--- src/rtl/keypad_scanner.sv ---
// 4x4 matrix keypad scanner: one-cold column strobe, frame-level debounce, hex key output.
// Accept latency is DEBOUNCE_SCANS frames plus one cycle; no backpressure, KEY_VALID is a one-cycle pulse.
module keypad_scanner #(
  parameter int SCAN_DIV       = 100000,
  parameter int DEBOUNCE_SCANS = 4
) (
  input  logic       CLK,
  input  logic       RST,
  input  logic [3:0] ROW,
  output logic [3:0] COL,
  output logic [3:0] KEY,
  output logic       KEY_VALID,
  output logic       KEY_HELD
);

  localparam int DIV_W = (SCAN_DIV > 1) ? $clog2(SCAN_DIV) : 1;
  localparam int CNT_W = $clog2(DEBOUNCE_SCANS + 1);
  localparam logic [DIV_W-1:0] DIV_LAST = DIV_W'(SCAN_DIV - 1);
  localparam logic [CNT_W-1:0] DEB_N    = CNT_W'(DEBOUNCE_SCANS);
  localparam logic [CNT_W-1:0] CNT_ONE  = CNT_W'(1);

  typedef enum logic [1:0] {IDLE, DEBOUNCE, PRESSED, RELEASE} state_t;

  logic [3:0]       r_sync1, r_sync2;
  logic [DIV_W-1:0] r_div;
  logic [1:0]       r_col_idx;
  logic [3:0]       r_col;
  logic             r_acc_any, r_acc_multi;
  logic [3:0]       r_acc_code;
  state_t           r_state;
  logic [CNT_W-1:0] r_cnt;
  logic [3:0]       r_cand;
  logic [3:0]       r_key;
  logic             r_valid, r_held;

  logic       w_tc;
  logic [3:0] w_rows;
  logic       w_col_any, w_col_multi;
  logic [1:0] w_row_idx;
  logic [3:0] w_col_code;
  logic       w_f_any, w_f_multi, w_f_single;
  logic [3:0] w_f_code;
  logic [CNT_W-1:0] w_cnt_inc;

  function automatic logic [3:0] key_code(input logic [1:0] c, input logic [1:0] r);
    case ({c, r})
      4'b00_00: key_code = 4'h1;  4'b00_01: key_code = 4'h4;
      4'b00_10: key_code = 4'h7;  4'b00_11: key_code = 4'h0;
      4'b01_00: key_code = 4'h2;  4'b01_01: key_code = 4'h5;
      4'b01_10: key_code = 4'h8;  4'b01_11: key_code = 4'hF;
      4'b10_00: key_code = 4'h3;  4'b10_01: key_code = 4'h6;
      4'b10_10: key_code = 4'h9;  4'b10_11: key_code = 4'hE;
      4'b11_00: key_code = 4'hA;  4'b11_01: key_code = 4'hB;
      4'b11_10: key_code = 4'hC;  default:  key_code = 4'hD;
    endcase
  endfunction

  assign w_tc        = (r_div == DIV_LAST);
  assign w_rows      = ~r_sync2;
  assign w_col_any   = |w_rows;
  assign w_col_multi = ((w_rows & (w_rows - 4'd1)) != 4'd0);
  assign w_cnt_inc   = r_cnt + CNT_ONE;

  always_comb begin
    w_row_idx = 2'd0;
    if      (w_rows[0]) w_row_idx = 2'd0;
    else if (w_rows[1]) w_row_idx = 2'd1;
    else if (w_rows[2]) w_row_idx = 2'd2;
    else if (w_rows[3]) w_row_idx = 2'd3;
  end

  assign w_col_code = key_code(r_col_idx, w_row_idx);

  // A key seen in two different columns also makes the frame ambiguous.
  assign w_f_any    = r_acc_any | w_col_any;
  assign w_f_multi  = r_acc_multi | w_col_multi | (r_acc_any & w_col_any);
  assign w_f_single = w_f_any & ~w_f_multi;
  assign w_f_code   = w_col_any ? w_col_code : r_acc_code;

  always_ff @(posedge CLK) begin
    if (RST) begin
      r_sync1     <= 4'hF;
      r_sync2     <= 4'hF;
      r_div       <= '0;
      r_col_idx   <= 2'd0;
      r_col       <= 4'b1110;
      r_acc_any   <= 1'b0;
      r_acc_multi <= 1'b0;
      r_acc_code  <= 4'h0;
      r_state     <= IDLE;
      r_cnt       <= '0;
      r_cand      <= 4'h0;
      r_key       <= 4'h0;
      r_valid     <= 1'b0;
      r_held      <= 1'b0;
    end else begin
      r_sync1 <= ROW;
      r_sync2 <= r_sync1;
      r_valid <= 1'b0;
      r_div   <= w_tc ? '0 : r_div + 1'b1;
      if (w_tc) begin
        r_col_idx <= r_col_idx + 2'd1;
        r_col     <= {r_col[2:0], r_col[3]};
        if (r_col_idx != 2'd3) begin
          r_acc_any   <= w_f_any;
          r_acc_multi <= w_f_multi;
          r_acc_code  <= w_f_code;
        end else begin
          r_acc_any   <= 1'b0;
          r_acc_multi <= 1'b0;
          r_acc_code  <= 4'h0;
          case (r_state)
            IDLE: if (w_f_single) begin
              r_cand <= w_f_code;
              if (DEBOUNCE_SCANS == 1) begin
                r_state <= PRESSED;
                r_key   <= w_f_code;
                r_valid <= 1'b1;
                r_held  <= 1'b1;
              end else begin
                r_state <= DEBOUNCE;
                r_cnt   <= CNT_ONE;
              end
            end
            DEBOUNCE: begin
              if (!w_f_single) begin
                r_state <= IDLE;
                r_cnt   <= '0;
              end else if (w_f_code != r_cand) begin
                r_cand <= w_f_code;
                r_cnt  <= CNT_ONE;
              end else if (w_cnt_inc == DEB_N) begin
                r_state <= PRESSED;
                r_cnt   <= '0;
                r_key   <= r_cand;
                r_valid <= 1'b1;
                r_held  <= 1'b1;
              end else begin
                r_cnt <= w_cnt_inc;
              end
            end
            PRESSED: if (!w_f_any) begin
              if (DEBOUNCE_SCANS == 1) begin
                r_state <= IDLE;
                r_held  <= 1'b0;
              end else begin
                r_state <= RELEASE;
                r_cnt   <= CNT_ONE;
              end
            end
            default: begin
              if (w_f_any) begin
                r_state <= PRESSED;
                r_cnt   <= '0;
              end else if (w_cnt_inc == DEB_N) begin
                r_state <= IDLE;
                r_cnt   <= '0;
                r_held  <= 1'b0;
              end else begin
                r_cnt <= w_cnt_inc;
              end
            end
          endcase
        end
      end
    end
  end

  assign COL       = r_col;
  assign KEY       = r_key;
  assign KEY_VALID = r_valid;
  assign KEY_HELD  = r_held;

endmodule
--- config.mk ---
export PLATFORM = sky130hd
export DESIGN_NAME = keypad_scanner
export DESIGN_NICKNAME = d
export VERILOG_FILES = /design/src/rtl/keypad_scanner.sv
export SDC_FILE = /design/constraint.sdc
export NUM_CORES = 1
export LEC_CHECK = 0
export BUFFER_PORTS_ARGS = -buffer_cell sky130_fd_sc_hd__buf_2
export CORE_MARGIN = 3
export CORE_UTILIZATION = 45
export DETAILED_ROUTE_END_ITERATION = 16
export REMOVE_ABC_BUFFERS = 1
export SYNTH_ARGS = -nofsm -noshare
export SYNTH_HDL_FRONTEND = slang
export SYNTH_SLANG_ARGS = --single-unit
--- constraint.sdc ---
create_clock -name CLK -period 4 [get_ports CLK]
set_input_delay 0.4 -clock CLK [delete_from_list [all_inputs] [get_ports CLK]]
set_output_delay 0.4 -clock CLK [all_outputs]
set_load 0.01 [all_outputs]
After elaboration in Yosys (flattened, before gate mapping)
Memory sizes are Yosys's and may differ from the RTL's.
Index checks and enable logic that the tools add are counted.
- input port bits: 6
- output and inout port bits: 10
- logic and storage cells: 94
- memories: 1
- bits in read-only memories: 64
- register bits after elaboration: 52
- equality and inequality tests: 14
- add/subtract/negate cells: 4
- reductions and logical operators: 13
- bitwise logic cells: 14
- muxes and demuxes: 34
- memories (name ; depth ; bits a word ; rd ports ; clocked after memory_dff ; write ports ; RTL line ; text):
    (no name shown) ; 16 ; 4 ; 1 ; 0 ; 0 ; 46 ; case ({c, r})
- operator list (operator ; count):
    $mux W2 ; 11
    $mux W4 ; 5
    $mux W3 ; 6
    $add A17 B1 Y17 const B ; 1
    $eq A17 B17 Y1 const B ; 1
    $reduce_and A7 Y1 ; 2
    $ne A2 B2 Y1 const B ; 6
    $reduce_and A6 Y1 ; 2
    $pmux W3 S3 ; 1
    $mux W1 ; 8
    $pmux W4 S2 ; 1
    $not A1 Y1 ; 7
    $ne A3 B3 Y1 const B ; 2
    $pmux W2 S3 ; 1
    $reduce_or A6 Y1 ; 1
    $reduce_bool A5 Y1 ; 1
    $and A4 B4 Y4 ; 1
    $ne A4 B4 Y1 ; 1
    $not A4 Y4 ; 1
    $reduce_and A4 Y1 ; 1
    $reduce_bool A4 Y1 ; 1
    $reduce_or A2 Y1 ; 2
    $reduce_or A4 Y1 ; 1
    $sub A4 B1 Y4 const B ; 1
    11 further kinds ; 14

Longest topological paths before layout
An unclocked memory read counts as a cell.
- word-level depth: 11
- gate-level depth with buffers: 12
- mapped depth without buffers: 11

Worst setup path after synthesis
OpenSTA, ideal clock, no wires.
- path kind: reg-to-reg
- from: register r_sync2[0]
- to: register r_cnt[2]
- arrival: 2.995 ns
- period minus slack after synthesis: 3.082 ns
- stages on the path, launching flop included: 12
- setup slack: 0.918 ns
- buffers on the path: 2
- setup time: 0.087 ns
- data required time: 3.913 ns
- cells stage by stage: dfxtp_1 clkbuf_1 buf_1 nand2_1 ha_1 nor2_1 or3_1 o22ai_1 mux2_2 or3_1 o31a_1 o31ai_1
- word-level cells in the longest chain between the ends: 10
- elaborated cells between the ends (all ways): 22
- those cells by class: add/sub: 1; eq/ne: 3; mux: 6; bitwise: 8; reduce/logical: 3; memory: 1
- RTL lines (what ; RTL line ; text):
    start, declared ; 24 ; logic [3:0] r_sync1, r_sync2;
    start signal, assigned ; 98 ; r_sync2 <= r_sync1;
    $not A4 Y4 (*) ; 59 ; assign w_rows = ~r_sync2;
    $sub A4 B1 Y4 ; 61 ; assign w_col_multi = ((w_rows & (w_rows - 4'd1)) != 4'd0);
    $and A4 B4 Y4 ; 61 ;
    $reduce_bool A4 Y1 ; 61 ;
    $or A1 B1 Y1 (2 in series) ; 76 ; assign w_f_multi = r_acc_multi | w_col_multi | (r_acc_any & w_col_any);
    $not A1 Y1 ; 77 ; assign w_f_single = w_f_any & ~w_f_multi;
    $and A1 B1 Y1 ; 77 ;
    $mux W3 / $ne A2 B2 Y1 (equally long branches) ; n/a ;
    $pmux W3 S3 / $reduce_and A4 Y1 (equally long branches) ; n/a ;
    end signal, assigned ; 139 ; r_cnt <= w_cnt_inc;
    end signal, assigned ; 160 ; r_cnt <= w_cnt_inc;
    end, declared ; 31 ; logic [CNT_W-1:0] r_cnt;
Every way passes the cells marked *; elsewhere a longest branch is shown, timed or not.
A chain may end at the register's enable or synchronous reset.

Worst setup path in the final report
- from: register r_sync2[1]
- to: register r_cnt[2]
- word-level cells in the longest chain between the ends: 10
- elaborated cells between the ends (all ways): 23
- those cells by class: add/sub: 1; eq/ne: 3; mux: 7; bitwise: 8; reduce/logical: 3; memory: 1
- RTL lines (what ; RTL line):
    $not A4 Y4 (*) ; 59
    branches (longest 9 deep; another with $mem_v2 Z16 W4) ; n/a
Every way passes the cells marked *.

==> impl_summary.txt <==
----------------------------------------------------
[Yosys]
  Distinct cell type count after synthesis ... 55
  Portion of synthesized cell area occupied by the leading cell type ... 36.32%
  Dominant synthesized flop cell ... dfxtp_1
  Most area-consuming cells after synthesis ... dfxtp_1 (36%), nor2_1 (5.9%), nand2_1 (5.5%)
  Mapped Cells ... 354
  Mean area per synthesized cell ... 8.097 um2
  Part of the Yosys area used for sequential elements ... between 30% and 40%
  Synth Cell Area ... 2866 um2
  Post-synth top area cell ... dfxtp_1
  Async S/R FF share, synth ... 0%
  Synth warnings ... 0
  Number of register bits inferred by synthesis ... 52
  Post-synth EDFFs ... 0

[Floorplan]
  Row count ... 28
  Die height ... 85.81 um
  Starting density of the core ... a little under half
  Width of the die ... around 86 um
  Ports placed on the boundary ... 16
  Total Die Area ... 7363 um2
  CORE AREA ... 6061 um2

[Route]
  First-pass DRT Iterations ... 4
  Final routed wire length divided by cell count ... 13.47 um
  Number of antenna-violating nets in the routed design ... 0
  Wire length on met2 ... 2.755 mm
  Total via count in the routed design ... 2,404
  Uppermost routed layer ... met4
  Sum of routed wire segments on met1 ... 2.870 mm
  DRC violation count after routing ... 0
  DR WL met3 ... 222 um
  Total wirelength of the detailed-routed design ... a little under 6 mm
  Via count normalized by instance count ... 5.464
  Drt initial violations ... 161

[Clock network]
  Post-CTS Repair Setup Buffers ... 0
  Maximum clock path buffer count ... 2
  Clock H-tree levels ... 2
  Clock buffer count from CTS ... 5
  Clock latency reported for the late side of the worst-skew pair ... 310 ps
  Clock sink count ... 52
  CTS clock-pin slew for the worst setup and hold paths ... 90 ps
  Hold-fix buffers at CTS ... 0
  Post_cts resized ... 0
  CTS tree ... built
  Clock tree root driver cell ... clkbuf_8

[Global routing]
  GRT Resource Usage Total ... 17.52%
  Vias in the first global route ... 2,212
  Wire length of the first global-routing pass ... between 10 and 15 mm
  Largest net degree at the start of global routing ... 42
  Initial antenna violation count ... 0
  Remaining global-route overflow ... 0

[Setup path]
  Setup slack of the worst register-to-register path ... 630 ps
  FF-to-FF End ... r_cnt[2]$_SDFFE_PP0P_
  Path type of the worst setup path ... reg2reg
  Largest stage delay, worst path ... roughly 650 ps
  Startpoint types ... flop
  Master of the slowest instance on the critical path ... dfxtp_1
  Crit path cell chain ... and2_1, a21boi_0, ha_1, nor2_1, or3_1, o22ai_1, mux2_2, or3_1, o31a_1, o31ai_1
  Critical Path Fanout Max ... 18
  Worst reg2reg path depth ... 10
  Top cell by count, worst path ... or3_1
  Kind of capture point of the worst setup path ... flop
  Critical path arrival ... between 3000 and 4000 ps
  Critical R2R Launch ... r_sync2[1]$_SDFF_PP1_
  Data required time of the worst path ... 4230 ps

[Finish]
  Layout cells sized above 1 ... about an eighth
  Area occupied by multi-input gates ... 1714 um2
  Number of antenna repair diodes ... 0
  Synthesis-to-finish area growth ... 7.595%
  Final-stage net count ... 380
  Layout fillers ... roughly 620
  Combined flip-flop and latch cell area ... 1041 um2

[Timing]
  Total negative slack ... 0 ps
  RSZ-0062 raised after global routing ... false
  Transition time at the pin with the least slew margin ... 826.3 ps
  Clock Skews ... 4.073 ps
  Peak Freq ... approximately 300 MHz
  Final-report setup violation count ... 0
  Number of endpoints with negative hold slack in the final report ... 0
  Worst slew margin relative to its limit ... 44.41%
  Time the worst path needs with I/O delays and setup ... 3370 ps
  Max Slew Vio Count ... 0
  Portion of the clock cycle consumed by the worst path in the final layout ... between 80% and 90%

[Min path]
  Worst Hold Class ... in2reg
  Worst hold stages ... 2
  Min-Delay Endpoint ... r_sync1[0]$_SDFF_PP1_
  Hold path startpoint ... ROW[0]

[Power]
  Final total power ... about 960 uW
  Largest vdd supply drop ... 0.0001721 V
  Cell area power density ... between 300 and 400 nW/um2
  Leakage power total ... 1.165 nW

[Run status]
  Result of the run ... finished clean

[Place]
  Post-DP HPWL ... 4.273 mm
  PortBufs ... 15
  Routability congestion estimate from global placement ... 0.8527

[Run]
  Reported max-cap violation count ... 0

----------------------------------------------------
-- cells in the final DEF, fill, tap and decap left out, drive strengths merged, types with 11 or more instances in the layout --
cell	count
nand2	43
nand3	17
nor2	45
buf	17
nor3	11
a21oi	25
or2	11
o21ai	12
dfxtp	52
-- synthesized netlist by cell type, types with 8 or more instances --
cell / number
xnor2_1: 10
or2_2: 11
nand2b_1: 8
nor2_1: 45
ha_1: 10
o21ai_0: 12
dfxtp_1: 52
nand3_1: 17
nor3_1: 11
nand2_1: 42
a21oi_1: 25
inv_1: 10
-- report_power, final --
| part | internal [mW] | total, mW | leakage [nW] | switching (mW) |
|---|---|---|---|---|
| registers | 0.523 | 0.529 | 0.421 | 0.00601 |
| logic | 0.0293 | 0.0755 | 0.689 | 0.0462 |
| clock network | 0.186 | 0.356 | 0.0552 | 0.170 |
| total | 0.739 | 0.961 | 1.17 | 0.222 |
-- worst max-delay path by stage --
| stage | start | endpoint | slack, ps | cells after the start |
|---|---|---|---|---|
| after floorplan | r_sync2[0]$_SDFF_PP1_ | r_cnt[2]$_SDFFE_PP0P_ | 920 | 10 |
| after global placement | r_sync2[1]$_SDFF_PP1_ | r_cnt[2]$_SDFFE_PP0P_ | 730 | 10 |
| after detailed placement | r_sync2[1]$_SDFF_PP1_ | r_cnt[2]$_SDFFE_PP0P_ | 650 | 10 |
| after CTS | r_sync2[1]$_SDFF_PP1_ | r_cnt[2]$_SDFFE_PP0P_ | 630 | 10 |
| after global routing | r_sync2[1]$_SDFF_PP1_ | r_cand[1]$_SDFFE_PP0P_ | 330 | 10 |
| final | r_sync2[1]$_SDFF_PP1_ | r_cnt[2]$_SDFFE_PP0P_ | 630 | 10 |
-- routing by layer --
layer | track usage, % | vias up
met4 | 6.331 | 0
met1 | 23.53 | 1100
met2 | 27.40 | 32
met3 | 4.227 | 8
li1 | - | 1264
met5 | 0 | -
-- per-stage QoR --
stage | cell area [um2] | hold slack (ps) | setup slack [ps] | std cells | util (%)
after CTS | 3084 | 257.4 | 625.4 | 440 | 50.89
after floorplan | 2793 | 389.5 | 918.7 | 340 | -
after global routing | 3084 | 251.8 | 328.1 | 440 | 50.89
after global placement | 2977 | 391.9 | 727.7 | 432 | 49.11
after detailed placement | 2977 | 396.1 | 648.9 | 432 | 49.11
final | 3084 | 266.4 | 630.2 | 440 | 50.89
-- sequential cells by signal, summed over array words and instances, names as in the netlist, 2 cells and up --
register	flops
r_sync2	4
r_cand	4
r_div	17
r_cnt	3
r_acc_code	4
r_col_idx	2
KEY	4
COL	4
r_state	2
r_sync1	4
-- critical path: cells and delay by family (launching register included) --
family	cells	cell delay (ps)
flip-flops	1	650
AO/OA/AOI/OAI	4	970
AND/OR/NAND/NOR	4	1030
adder cells (fa/ha/maj)	1	210
multiplexers	1	420
-- final cells by class --
cell class / instances / share of cell area [%]
clock buffer: 6 / 2.353
clock inverter: 2 / 1.136
inverter: 10 / 1.217
multi-input combinational: 278 / 55.58
sequential: 52 / 33.75
tap: 75 / 3.043
timing repair buffer: 17 / 2.921
-- kinds of logic after synthesis --
| logic type | synth area share, % |
|---|---|
| and+or+nand+nor | 32.95 |
| AOI/OAI and AO/OA | 14.06 |
| DFF | 36.32 |
| buffers and inverters | 3.885 |
| xor gates and xnor gates | 5.194 |
| adders and majority gates | 4.365 |
| muxes | 3.230 |
Power figures use the tool's default switching activity.
